$ cat src/rtl/pl_scr_pkg.sv
// Purpose: shared types, constants and helper functions for the PL symbol
//          scrambler (Gold-sequence seeds/taps, FSM states, I/Q rotation).
// Ports:   none (package).
package pl_scr_pkg;

   localparam int unsigned SEQ_W     = 18;
   localparam int unsigned SYM_W_MAX = 32;

   localparam logic [SEQ_W-1:0] X_SEED = 18'h00001;
   localparam logic [SEQ_W-1:0] Y_SEED = 18'h3FFFF;

   // Feedback taps: x0^x7 and y0^y5^y7^y10
   localparam logic [SEQ_W-1:0] X_FB_MASK = 18'h00081;
   localparam logic [SEQ_W-1:0] Y_FB_MASK = 18'h004A1;
   // Taps producing z(i+131072): x4^x6^x15 and y5^y6^y8..y15
   localparam logic [SEQ_W-1:0] X_Z_MASK  = 18'h08050;
   localparam logic [SEQ_W-1:0] Y_Z_MASK  = 18'h0FF60;

   typedef enum logic [1:0] {
      IDLE = 2'd0,
      HDR  = 2'd1,
      DATA = 2'd2
   } state_e;

   typedef struct packed {
      logic signed [SYM_W_MAX-1:0] i;
      logic signed [SYM_W_MAX-1:0] q;
   } iq_t;

   // One shift of an 18-bit register holding x(i..i+17); bit 0 is x(i)
   function automatic logic [SEQ_W-1:0] lfsr_step(input logic [SEQ_W-1:0] r,
                                                  input logic [SEQ_W-1:0] fb_mask);
      return {^(r & fb_mask), r[SEQ_W-1:1]};
   endfunction

   function automatic logic [1:0] rn_of(input logic [SEQ_W-1:0] x,
                                        input logic [SEQ_W-1:0] y);
      return {(^(x & X_Z_MASK)) ^ (^(y & Y_Z_MASK)), x[0] ^ y[0]};
   endfunction

   // Negate a sign-extended w-bit value; the most negative code maps to max
   function automatic logic signed [SYM_W_MAX-1:0] sat_neg(
      input logic signed [SYM_W_MAX-1:0] v, input int unsigned w);
      logic signed [SYM_W_MAX-1:0] min_v;
      min_v = '1;
      min_v = min_v <<< (w - 1);
      return (v == min_v) ? ~min_v : -v;
   endfunction

   function automatic iq_t rotate(input iq_t s, input logic [1:0] rn,
                                  input int unsigned w);
      iq_t r;
      case (rn)
         2'd0: r = s;
         2'd1: begin
            r.i = sat_neg(s.q, w);
            r.q = s.i;
         end
         2'd2: begin
            r.i = sat_neg(s.i, w);
            r.q = sat_neg(s.q, w);
         end
         default: begin
            r.i = s.q;
            r.q = sat_neg(s.i, w);
         end
      endcase
      return r;
   endfunction

endpackage

$ cat src/rtl/pl_symbol_scrambler_if.sv
// Purpose: symbol stream bundle around the scrambler: upstream symbol input
//          with handshake and downstream symbol output with handshake.
// Modports: slave  - scrambler view (consumes i_*, drives o_*)
//           master - environment view (drives i_*, consumes o_*)
interface pl_symbol_scrambler_if #(
   parameter int unsigned W = 8
) ();
   logic                i_valid;
   logic                o_ready;
   logic                i_sof;
   logic signed [W-1:0] i_i;
   logic signed [W-1:0] i_q;
   logic                o_valid;
   logic                i_ready;
   logic                o_sof;
   logic                o_hdr;
   logic signed [W-1:0] o_i;
   logic signed [W-1:0] o_q;

   modport slave (
      input  i_valid, i_sof, i_i, i_q, i_ready,
      output o_ready, o_valid, o_sof, o_hdr, o_i, o_q
   );

   modport master (
      output i_valid, i_sof, i_i, i_q, i_ready,
      input  o_ready, o_valid, o_sof, o_hdr, o_i, o_q
   );
endinterface

$ cat src/rtl/pl_seq_gen.sv
// Purpose: PL Gold-sequence generator producing the 2-bit rotation index Rn.
// Ports:   clk_i    - clock
//          reset_i  - synchronous active-high reset (loads seeds)
//          reseed_i - reload seeds (index 0), wins over en_i
//          en_i     - advance the sequence one step
//          rn_o     - Rn for the current sequence index
module pl_seq_gen
   import pl_scr_pkg::*;
(
   input  logic       clk_i,
   input  logic       reset_i,
   input  logic       reseed_i,
   input  logic       en_i,
   output logic [1:0] rn_o
);

   logic [SEQ_W-1:0] x_q, x_d;
   logic [SEQ_W-1:0] y_q, y_d;
   logic [1:0]       rn_q;

   // Next register contents
   always_comb begin
      x_d = x_q;
      y_d = y_q;
      if (reseed_i) begin
         x_d = X_SEED;
         y_d = Y_SEED;
      end else if (en_i) begin
         x_d = lfsr_step(x_q, X_FB_MASK);
         y_d = lfsr_step(y_q, Y_FB_MASK);
      end
   end

   // Rn is registered alongside the state it is derived from
   always_ff @(posedge clk_i) begin
      if (reset_i) begin
         x_q  <= X_SEED;
         y_q  <= Y_SEED;
         rn_q <= rn_of(X_SEED, Y_SEED);
      end else begin
         x_q  <= x_d;
         y_q  <= y_d;
         rn_q <= rn_of(x_d, y_d);
      end
   end

   assign rn_o = rn_q;

endmodule

$ cat src/rtl/pl_symbol_scrambler.sv
// Purpose: passes PL headers unchanged and rotates every data symbol by the
//          Gold-sequence value Rn; sequence reseeded on each frame start.
// Ports:   i_clk   - clock
//          i_reset - synchronous active-high reset
//          bus     - symbol stream (slave): i_valid/o_ready/i_sof/i_i/i_q in,
//                    o_valid/i_ready/o_sof/o_hdr/o_i/o_q out
module pl_symbol_scrambler
   import pl_scr_pkg::*;
#(
   parameter int unsigned W       = 8,
   parameter int unsigned HDR_LEN = 320,
   parameter int unsigned CNT_W   = 16
) (
   input  logic                  i_clk,
   input  logic                  i_reset,
   pl_symbol_scrambler_if.slave  bus
);

   state_e              state_q, state_d;
   logic [CNT_W-1:0]    cnt_q, cnt_d;
   logic                o_valid_q, o_valid_d;
   logic                o_sof_q, o_sof_d;
   logic                o_hdr_q, o_hdr_d;
   logic signed [W-1:0] o_i_q, o_i_d;
   logic signed [W-1:0] o_q_q, o_q_d;
   logic                ready_c;
   logic                accept_c;
   logic                seq_reseed_c;
   logic                seq_adv_c;
   logic [1:0]          rn;
   iq_t                 in_iq;
   iq_t                 rot_iq;

   // Single output stage: accept whenever it is empty or being drained
   assign ready_c  = ~o_valid_q | bus.i_ready;
   assign accept_c = bus.i_valid & ready_c;

   assign in_iq.i = SYM_W_MAX'(bus.i_i);
   assign in_iq.q = SYM_W_MAX'(bus.i_q);
   assign rot_iq  = rotate(in_iq, rn, W);

   pl_seq_gen u_seq (
      .clk_i    (i_clk),
      .reset_i  (i_reset),
      .reseed_i (seq_reseed_c),
      .en_i     (seq_adv_c),
      .rn_o     (rn)
   );

   // Next-state and output-register logic
   always_comb begin
      state_d      = state_q;
      cnt_d        = cnt_q;
      seq_reseed_c = 1'b0;
      seq_adv_c    = 1'b0;
      o_valid_d    = o_valid_q;
      o_sof_d      = o_sof_q;
      o_hdr_d      = o_hdr_q;
      o_i_d        = o_i_q;
      o_q_d        = o_q_q;

      if (accept_c) begin
         o_valid_d = 1'b1;
         o_sof_d   = bus.i_sof;
         o_hdr_d   = 1'b1;
         o_i_d     = bus.i_i;
         o_q_d     = bus.i_q;
         if (bus.i_sof) begin
            // Frame (re)start from any state; sof symbol counts as header #1
            seq_reseed_c = 1'b1;
            cnt_d        = CNT_W'(1);
            state_d      = (HDR_LEN == 1) ? DATA : HDR;
         end else begin
            case (state_q)
               HDR: begin
                  cnt_d = cnt_q + CNT_W'(1);
                  if (cnt_q == CNT_W'(HDR_LEN - 1)) begin
                     state_d = DATA;
                  end
               end
               DATA: begin
                  seq_adv_c = 1'b1;
                  o_hdr_d   = 1'b0;
                  o_i_d     = W'(rot_iq.i);
                  o_q_d     = W'(rot_iq.q);
               end
               default: ;
            endcase
         end
      end else if (bus.i_ready) begin
         o_valid_d = 1'b0;
      end
   end

   always_ff @(posedge i_clk) begin
      if (i_reset) begin
         state_q   <= IDLE;
         cnt_q     <= '0;
         o_valid_q <= 1'b0;
         o_sof_q   <= 1'b0;
         o_hdr_q   <= 1'b1;
         o_i_q     <= '0;
         o_q_q     <= '0;
      end else begin
         state_q   <= state_d;
         cnt_q     <= cnt_d;
         o_valid_q <= o_valid_d;
         o_sof_q   <= o_sof_d;
         o_hdr_q   <= o_hdr_d;
         o_i_q     <= o_i_d;
         o_q_q     <= o_q_d;
      end
   end

   assign bus.o_ready = ready_c;
   assign bus.o_valid = o_valid_q;
   assign bus.o_sof   = o_sof_q;
   assign bus.o_hdr   = o_hdr_q;
   assign bus.o_i     = o_i_q;
   assign bus.o_q     = o_q_q;

endmodule

$ cat src/flat_wrapper.sv
// flat-port wrapper written by rule: the top's interface ports become plain ports
module pl_symbol_scrambler_flat import pl_scr_pkg::*;
#(
   parameter int unsigned W       = 8,
   parameter int unsigned HDR_LEN = 320,
   parameter int unsigned CNT_W   = 16
)
  (i_clk, i_reset, bus_i_valid, bus_i_sof, bus_i_i, bus_i_q, bus_i_ready, bus_o_ready, bus_o_valid, bus_o_sof, bus_o_hdr, bus_o_i, bus_o_q);
  pl_symbol_scrambler_if #(.W(W)) bus_i ();
  input  logic i_clk;
  input  logic i_reset;
  input wire logic [$bits(bus_i.i_valid)-1:0] bus_i_valid;
  input wire logic [$bits(bus_i.i_sof)-1:0] bus_i_sof;
  input wire logic [$bits(bus_i.i_i)-1:0] bus_i_i;
  input wire logic [$bits(bus_i.i_q)-1:0] bus_i_q;
  input wire logic [$bits(bus_i.i_ready)-1:0] bus_i_ready;
  output wire logic [$bits(bus_i.o_ready)-1:0] bus_o_ready;
  output wire logic [$bits(bus_i.o_valid)-1:0] bus_o_valid;
  output wire logic [$bits(bus_i.o_sof)-1:0] bus_o_sof;
  output wire logic [$bits(bus_i.o_hdr)-1:0] bus_o_hdr;
  output wire logic [$bits(bus_i.o_i)-1:0] bus_o_i;
  output wire logic [$bits(bus_i.o_q)-1:0] bus_o_q;
  assign bus_i.i_valid = bus_i_valid;
  assign bus_i.i_sof = bus_i_sof;
  assign bus_i.i_i = bus_i_i;
  assign bus_i.i_q = bus_i_q;
  assign bus_i.i_ready = bus_i_ready;
  assign bus_o_ready = bus_i.o_ready;
  assign bus_o_valid = bus_i.o_valid;
  assign bus_o_sof = bus_i.o_sof;
  assign bus_o_hdr = bus_i.o_hdr;
  assign bus_o_i = bus_i.o_i;
  assign bus_o_q = bus_i.o_q;
  pl_symbol_scrambler #(.W(W), .HDR_LEN(HDR_LEN), .CNT_W(CNT_W)) u_core (.i_clk(i_clk), .i_reset(i_reset), .bus(bus_i));
endmodule
$ cat config.mk
export PLATFORM = sky130hd
export DESIGN_NAME = pl_symbol_scrambler_flat
export DESIGN_NICKNAME = d
export VERILOG_FILES = /design/src/rtl/pl_scr_pkg.sv /design/src/rtl/pl_symbol_scrambler_if.sv /design/src/rtl/pl_seq_gen.sv /design/src/rtl/pl_symbol_scrambler.sv /design/src/flat_wrapper.sv
export SDC_FILE = /design/constraint.sdc
export NUM_CORES = 1
export LEC_CHECK = 0
export ABC_CLOCK_PERIOD_IN_PS = 4110
export BUFFER_PORTS_ARGS = -buffer_cell sky130_fd_sc_hd__buf_4
export CORE_ASPECT_RATIO = 1.1
export CORE_MARGIN = 4
export CORE_UTILIZATION = 54
export CTS_BUF_LIST = sky130_fd_sc_hd__clkbuf_16
export DETAILED_ROUTE_END_ITERATION = 8
export GPL_ROUTABILITY_DRIVEN = 0
export PLACE_DENSITY_LB_ADDON = 0.3
export SKIP_CTS_REPAIR_TIMING = 1
export SYNTH_ARGS = -nofsm -noshare
export SYNTH_HDL_FRONTEND = slang
export SYNTH_HIERARCHICAL = 1
export SYNTH_SLANG_ARGS = --single-unit
$ cat constraint.sdc
create_clock -name i_clk -period 4.11 [get_ports i_clk]
set_input_delay 0.822 -clock i_clk [delete_from_list [all_inputs] [get_ports i_clk]]
set_output_delay 0.822 -clock i_clk [all_outputs]
set_load 0.02 [all_outputs]
# Word level (Yosys, flattened, before mapping)
# Index checks and enable logic that the tools add are counted.
[op_classes]
mux = 25
n_addsub = 3
n_reduce_logical = 11
n_eq_ne = 7
n_bitwise = 5
[ops]
columns = ["operator", "count"]
rows = [
  ["$pmux W40 S3", 1],
  ["$mux W16", 6],
  ["$reduce_xor A18 Y1", 4],
  ["$mux W32", 2],
  ["$neg A8 Y32", 2],
  ["$mux W8", 4],
  ["$add A16 B1 Y16 const B", 1],
  ["$eq A16 B9 Y1 const B", 1],
  ["$eq A8 B8 Y1 const B", 2],
  ["$mux W1", 9],
  ["$mux W2", 3],
  ["$reduce_bool A2 Y1", 3],
  ["$eq A2 B1 Y1 const B", 2],
  ["$eq A2 B2 Y1 const B", 2],
  ["$reduce_and A3 Y1", 1],
  ["$logic_not A2 Y1", 1],
  ["$reduce_and A2 Y1", 1],
  ["$reduce_or A2 Y1", 1],
  ["$xor A1 B1 Y1", 2],
  ["$and A1 B1 Y1", 1],
  ["$not A1 Y1", 1],
  ["$or A1 B1 Y1", 1],
]
[word_totals]
inputBits = 21
reg_bits = 75
output_inout_bits = 20

# Logic depth before layout (Yosys ltp)
[logic_depth]
depth_word = 8
ltp_mapped = 11
mapped_depth_nobuf = 7

# Cells and area by module
# The synthesis kept the hierarchy.
[modules_own_cells]
columns = ["module", "instances", "area_per_inst_um2", "cells_each", "seq_area_each_um2"]
rows = [
  ["pl_symbol_scrambler", 1, 2553.7, 340, 740.7],
  ["pl_seq_gen", 1, 1554.0, 149, 760.7],
]

# Worst setup path before layout
# OpenSTA, ideal clock, no wires.
[synth_path]
kind = "input to register"
from = "input port bus_i_sof"
to = "register u_core.u_seq.y_q[10]"
required_ns = 3.981
t_arrival_ns = 2.886
setup_time_ns = 0.129
stages = 10
path_buffers = 6
path_slack_ns = 1.095
path_cell_list = "clkbuf_1 -> or3b_2 -> clkbuf_1 -> buf_1 -> nor2_1 -> buf_4 -> buf_2 -> buf_2 -> mux2i_1 -> nand2_1"
[synth_via]
elab_chain_len = 4
elab_cells_between_ends = 6
cone_classes = "6 x mux"
[synth_lines]
columns = ["item", "line_no", "text"]
rows = [
  ["start, declared", "flat_wrapper.sv:13", "input wire logic [$bits(bus_i.i_sof)-1:0] bus_i_sof;"],
  ["$mux W1", "pl_symbol_scrambler.sv:68", "if (bus.i_sof) begin"],
  ["$mux W1", "pl_symbol_scrambler.sv:62", "if (accept_c) begin"],
  ["via u_core.seq_adv_c", "pl_symbol_scrambler.sv:29", "logic seq_adv_c;"],
  ["$mux W16", "pl_seq_gen.sv:28", "end else if (en_i) begin"],
  ["$mux W16", "pl_seq_gen.sv:25", "if (reseed_i) begin"],
  ["end signal, assigned", "pl_seq_gen.sv:42", "y_q <= y_d;"],
  ["end, declared", "pl_seq_gen.sv:18", "logic [SEQ_W-1:0] y_q, y_d;"],
]
# The timed path passes the listed nets, and every way through them passes these cells.
# A chain may end at the register's enable or synchronous reset.

# Final worst setup path
[layout_path]
from = "input port bus_i_sof"
to = "register u_core.u_seq.rn_q[1] (netlist: u_core/u_seq/rn_o[1])"
[layout_via]
elab_chain_len = 6
elab_cells_between_ends = 11
cone_classes = "8 x mux; 1 x bitwise; 2 x reduce/logical"
[layout_lines]
columns = ["item", "line_no", "text"]
rows = [
  ["$mux W1 *", "pl_symbol_scrambler.sv:68", ""],
  ["$mux W1 *", "pl_symbol_scrambler.sv:62", ""],
  ["via u_core.seq_adv_c", "pl_symbol_scrambler.sv:29", ""],
  ["$mux W16", "pl_seq_gen.sv:28", ""],
  ["$mux W16", "pl_seq_gen.sv:25", ""],
  ["$reduce_xor A18 Y1", "pl_scr_pkg.sv:38", "return {(^(x & X_Z_MASK)) ^ (^(y & Y_Z_MASK)), x[0] ^ y[0]};"],
  ["$xor A1 B1 Y1 *", "pl_scr_pkg.sv:38", ""],
  ["end signal, assigned", "pl_seq_gen.sv:39", "rn_q <= rn_of(X_SEED, Y_SEED);"],
  ["end signal, assigned", "pl_seq_gen.sv:43", "rn_q <= rn_of(x_d, y_d);"],
  ["end, declared", "pl_seq_gen.sv:19", "logic [1:0] rn_q;"],
]
# Mark *: on every way through the listed nets, which the timed path passes. The rest lies on a longest branch.

==> impl_metrics.toml <==
[sta]
whs_ps = 475
fin_tns_setup_ps = 0
max_freq_mhz = 360
setup_viol = 0
slew_viol_final = 0
rsz0062_at_grt = "false"
worstMarginPinSlew_ps = 775
hold_viol_final = 0
slew_headroom = 0.483
setup_ws_ps = 1330
fin_crit_ps = 2780
skew_ps = 5.47
period_share = 0.676

[finish]
finalInstanceArea_sq_um = 4720
finish.utilization = 0.635
syn2layout_area_growth_pct = 14.8
n_antenna_cell = 0
fin_nets = 534
most-common-layout-cells = "dfxtp_1 (75), nor2_1 (64), buf_4 (48)"
layout_commonest_cell = "dfxtp_1"
drive_gt1_frac = 0.140

[yosys]
synth-edff-count = 0
ys_seq_area_frac = 0.366
synth-main-ff-cell = "dfxtp_1"
synth_top_area_share = 0.366
synth_area_leader_cell = "dfxtp_1"
synth_nets = 513
ys_seq_elements = 75
syn_avg_cell_area_sq_um = 8.40
netlist_area_sq_um = 4110
synth_cells = 489
async_reset_ff_frac = 0
ys_top_cells_by_area = "dfxtp_1 (37%), mux2i_1 (9.7%), nor2_1 (5.9%), xnor2_1 (5.1%), nand2_1 (3.4%)"
synth_cell_type_count = 61
yosys_warnings = 6

[detailed_routing]
drt_wl_total_mm = 9.65
routedWlPerCell_microns = 16.0
drc = 0
viasPerCell = 6.06
vias = 3651
drt_iter0_markers = 285
postRouteAntennaNets = 0
firstDrtPassIters = 5

[clock_tree]
cts_tree = "done"
root_buffer = "clkbuf_16"
clkLatencyLatePin_ps = 320
clk_pin_slew_ps = 60
numCtsBuffers = 9
numClockSinks = 75
ctsHtreeMaxLevel = 3
clock_path_buffers = 2

[die]
io_pins = 41
start_util = 0.553
die_h_microns = 99.5
num_rows = 33
die_w_microns = 91.2
die-area_sq_um = 9070
core_sq_um = 7430

[placed_design]
post_dp_cell_area_sq_um = 4420
dp_hpwl_mm = 6.26
pre_cts_slack_ps = 1110
io_buffers = 40

[setup_path]
startpoint_type = "input port"
crit_fanout = 21
cp_data_required_time_ps = 4370
worstSetupPathType = "in2reg"
worstPathArrival_ps = 3040
end_kind = "register"

[pwr]
irDropWorstVdd_v = 0.000221
p_comb_frac = 0.097
powerDensity_nw_per_um2 = 356
p_leak_nw = 1.64
p_seq_frac = 0.446
intPower_mw = 1.27
switching_power_mw = 0.408
swShare = 0.243
p_clk_frac = 0.457

[global_route]
grt_pass1_wl_mm = 16.3
track_usage = 0.215
antenna_found_initial = 0
gr-total-overflow = 0
grt_pass1_vias = 3494
grt_max_degree = 39

[status]
status = "completed"

[job]
cap_violations = 0

[worst_hold_path]
hold_path.class = "reg2reg"
-- cells in the mapped netlist (all sizes together) (3+ instances only) --
cell	instances
nand2b	7
nor2b	5
o211a	3
o2111ai	4
xnor2	24
a21oi	26
o21ai	14
ha	3
o21bai	3
a31oi	3
or4	3
a211o	3
nand2	37
a211oi	15
buf	9
nor3	15
nor2	65
nand3	5
dfxtp	75
a22oi	3
o221ai	4
o211ai	5
a221oi	5
xor2	12
o21a	4
inv	12
nor4	8
clkbuf	29
mux2i	40
o22ai	6
or3	4
nor4b	4
nand4	3
-- cell type report --
type / count / area (sq um)
clock inverter: 7 / 67.6
tap: 87 / 109
clock buffer: 9 / 225
timing repair buffer: 48 / 360
fill: 637 / 2720
multi-input combinational: 364 / 2410
inverter: 12 / 45.0
sequential: 75 / 1500
-- per-stage QoR --
step | std cells | power (mW)
after floorplan | 489 | 0.865
after global placement | 586 | 0.923
after detailed placement | 586 | 0.926
after CTS | 602 | 1.69
after global routing | 602 | 1.74
final | 602 | 1.68
-- power groups by stage --
stage / Clock, mW / Sequential, mW / Combinational [mW]
detailed placement: 0 / 0.766 / 0.160
CTS: 0.782 / 0.750 / 0.161
global placement: 0 / 0.766 / 0.157
finish: 0.767 / 0.750 / 0.163
floorplan: 0 / 0.779 / 0.0861
global route: 0.814 / 0.752 / 0.177
-- layer usage --
metal	global-route usage	part of all wire	routed length (microns)	vias up
li1	-	-	-	1802
met1	0.275	0.44	4240	1688
met2	0.360	0.48	4620	142
met3	0.0424	0.065	623	19
met4	0.0812	0.018	169	0
met5	0	0	0	-
-- cells by family (layout without fill, tap and decap cells) --
kind of cell | count (synthesis) | in the layout | share of synthesized area
adder cells (fa/ha/maj) | 3 | 3 | 0.00914
AND/OR/NAND/NOR | 171 | 171 | 0.201
buffers and inverters | 50 | 76 | 0.0503
AO/OA/AOI/OAI | 112 | 112 | 0.191
multiplexers | 41 | 41 | 0.100
flip-flops | 75 | 75 | 0.366
XOR/XNOR | 37 | 37 | 0.0822
-- path summary, 6_finish.rpt --
kind	startpoint	endpoint	slack (ps)	depth (start not counted)
setup reg to reg	u_core/state_q[1]$_SDFFE_PP0P_	u_core/u_seq/rn_o[1]$_SDFF_PP0_	1600	6
hold / removal	u_core/cnt_q[1]$_SDFFE_PP0P_	u_core/cnt_q[1]$_SDFFE_PP0P_	470	2
setup / recovery	bus_i_sof	u_core/u_seq/rn_o[1]$_SDFF_PP0_	1330	7
hold reg to reg	u_core/cnt_q[1]$_SDFFE_PP0P_	u_core/cnt_q[1]$_SDFFE_PP0P_	470	2
-- worst max-delay path, stage by stage --
cell	delay, ps
buf_4	140
or3b_2	690
nor2_4	350
mux2i_1	320
xnor2_1	180
xnor3_1	430
nor2_1	90
-- flip-flops by register name (all words and copies together), names as in the netlist --
name / count
u_core/bus.o_hdr: 1
u_core/bus.o_i: 8
u_core/bus.o_q: 8
u_core/bus.o_sof: 1
u_core/bus.o_valid: 1
u_core/cnt_q: 16
u_core/state_q: 2
u_core/u_seq/rn_o: 2
u_core/u_seq/x_q: 18
u_core/u_seq/y_q: 18
No activity file was read; power rests on OpenSTA's default activity.
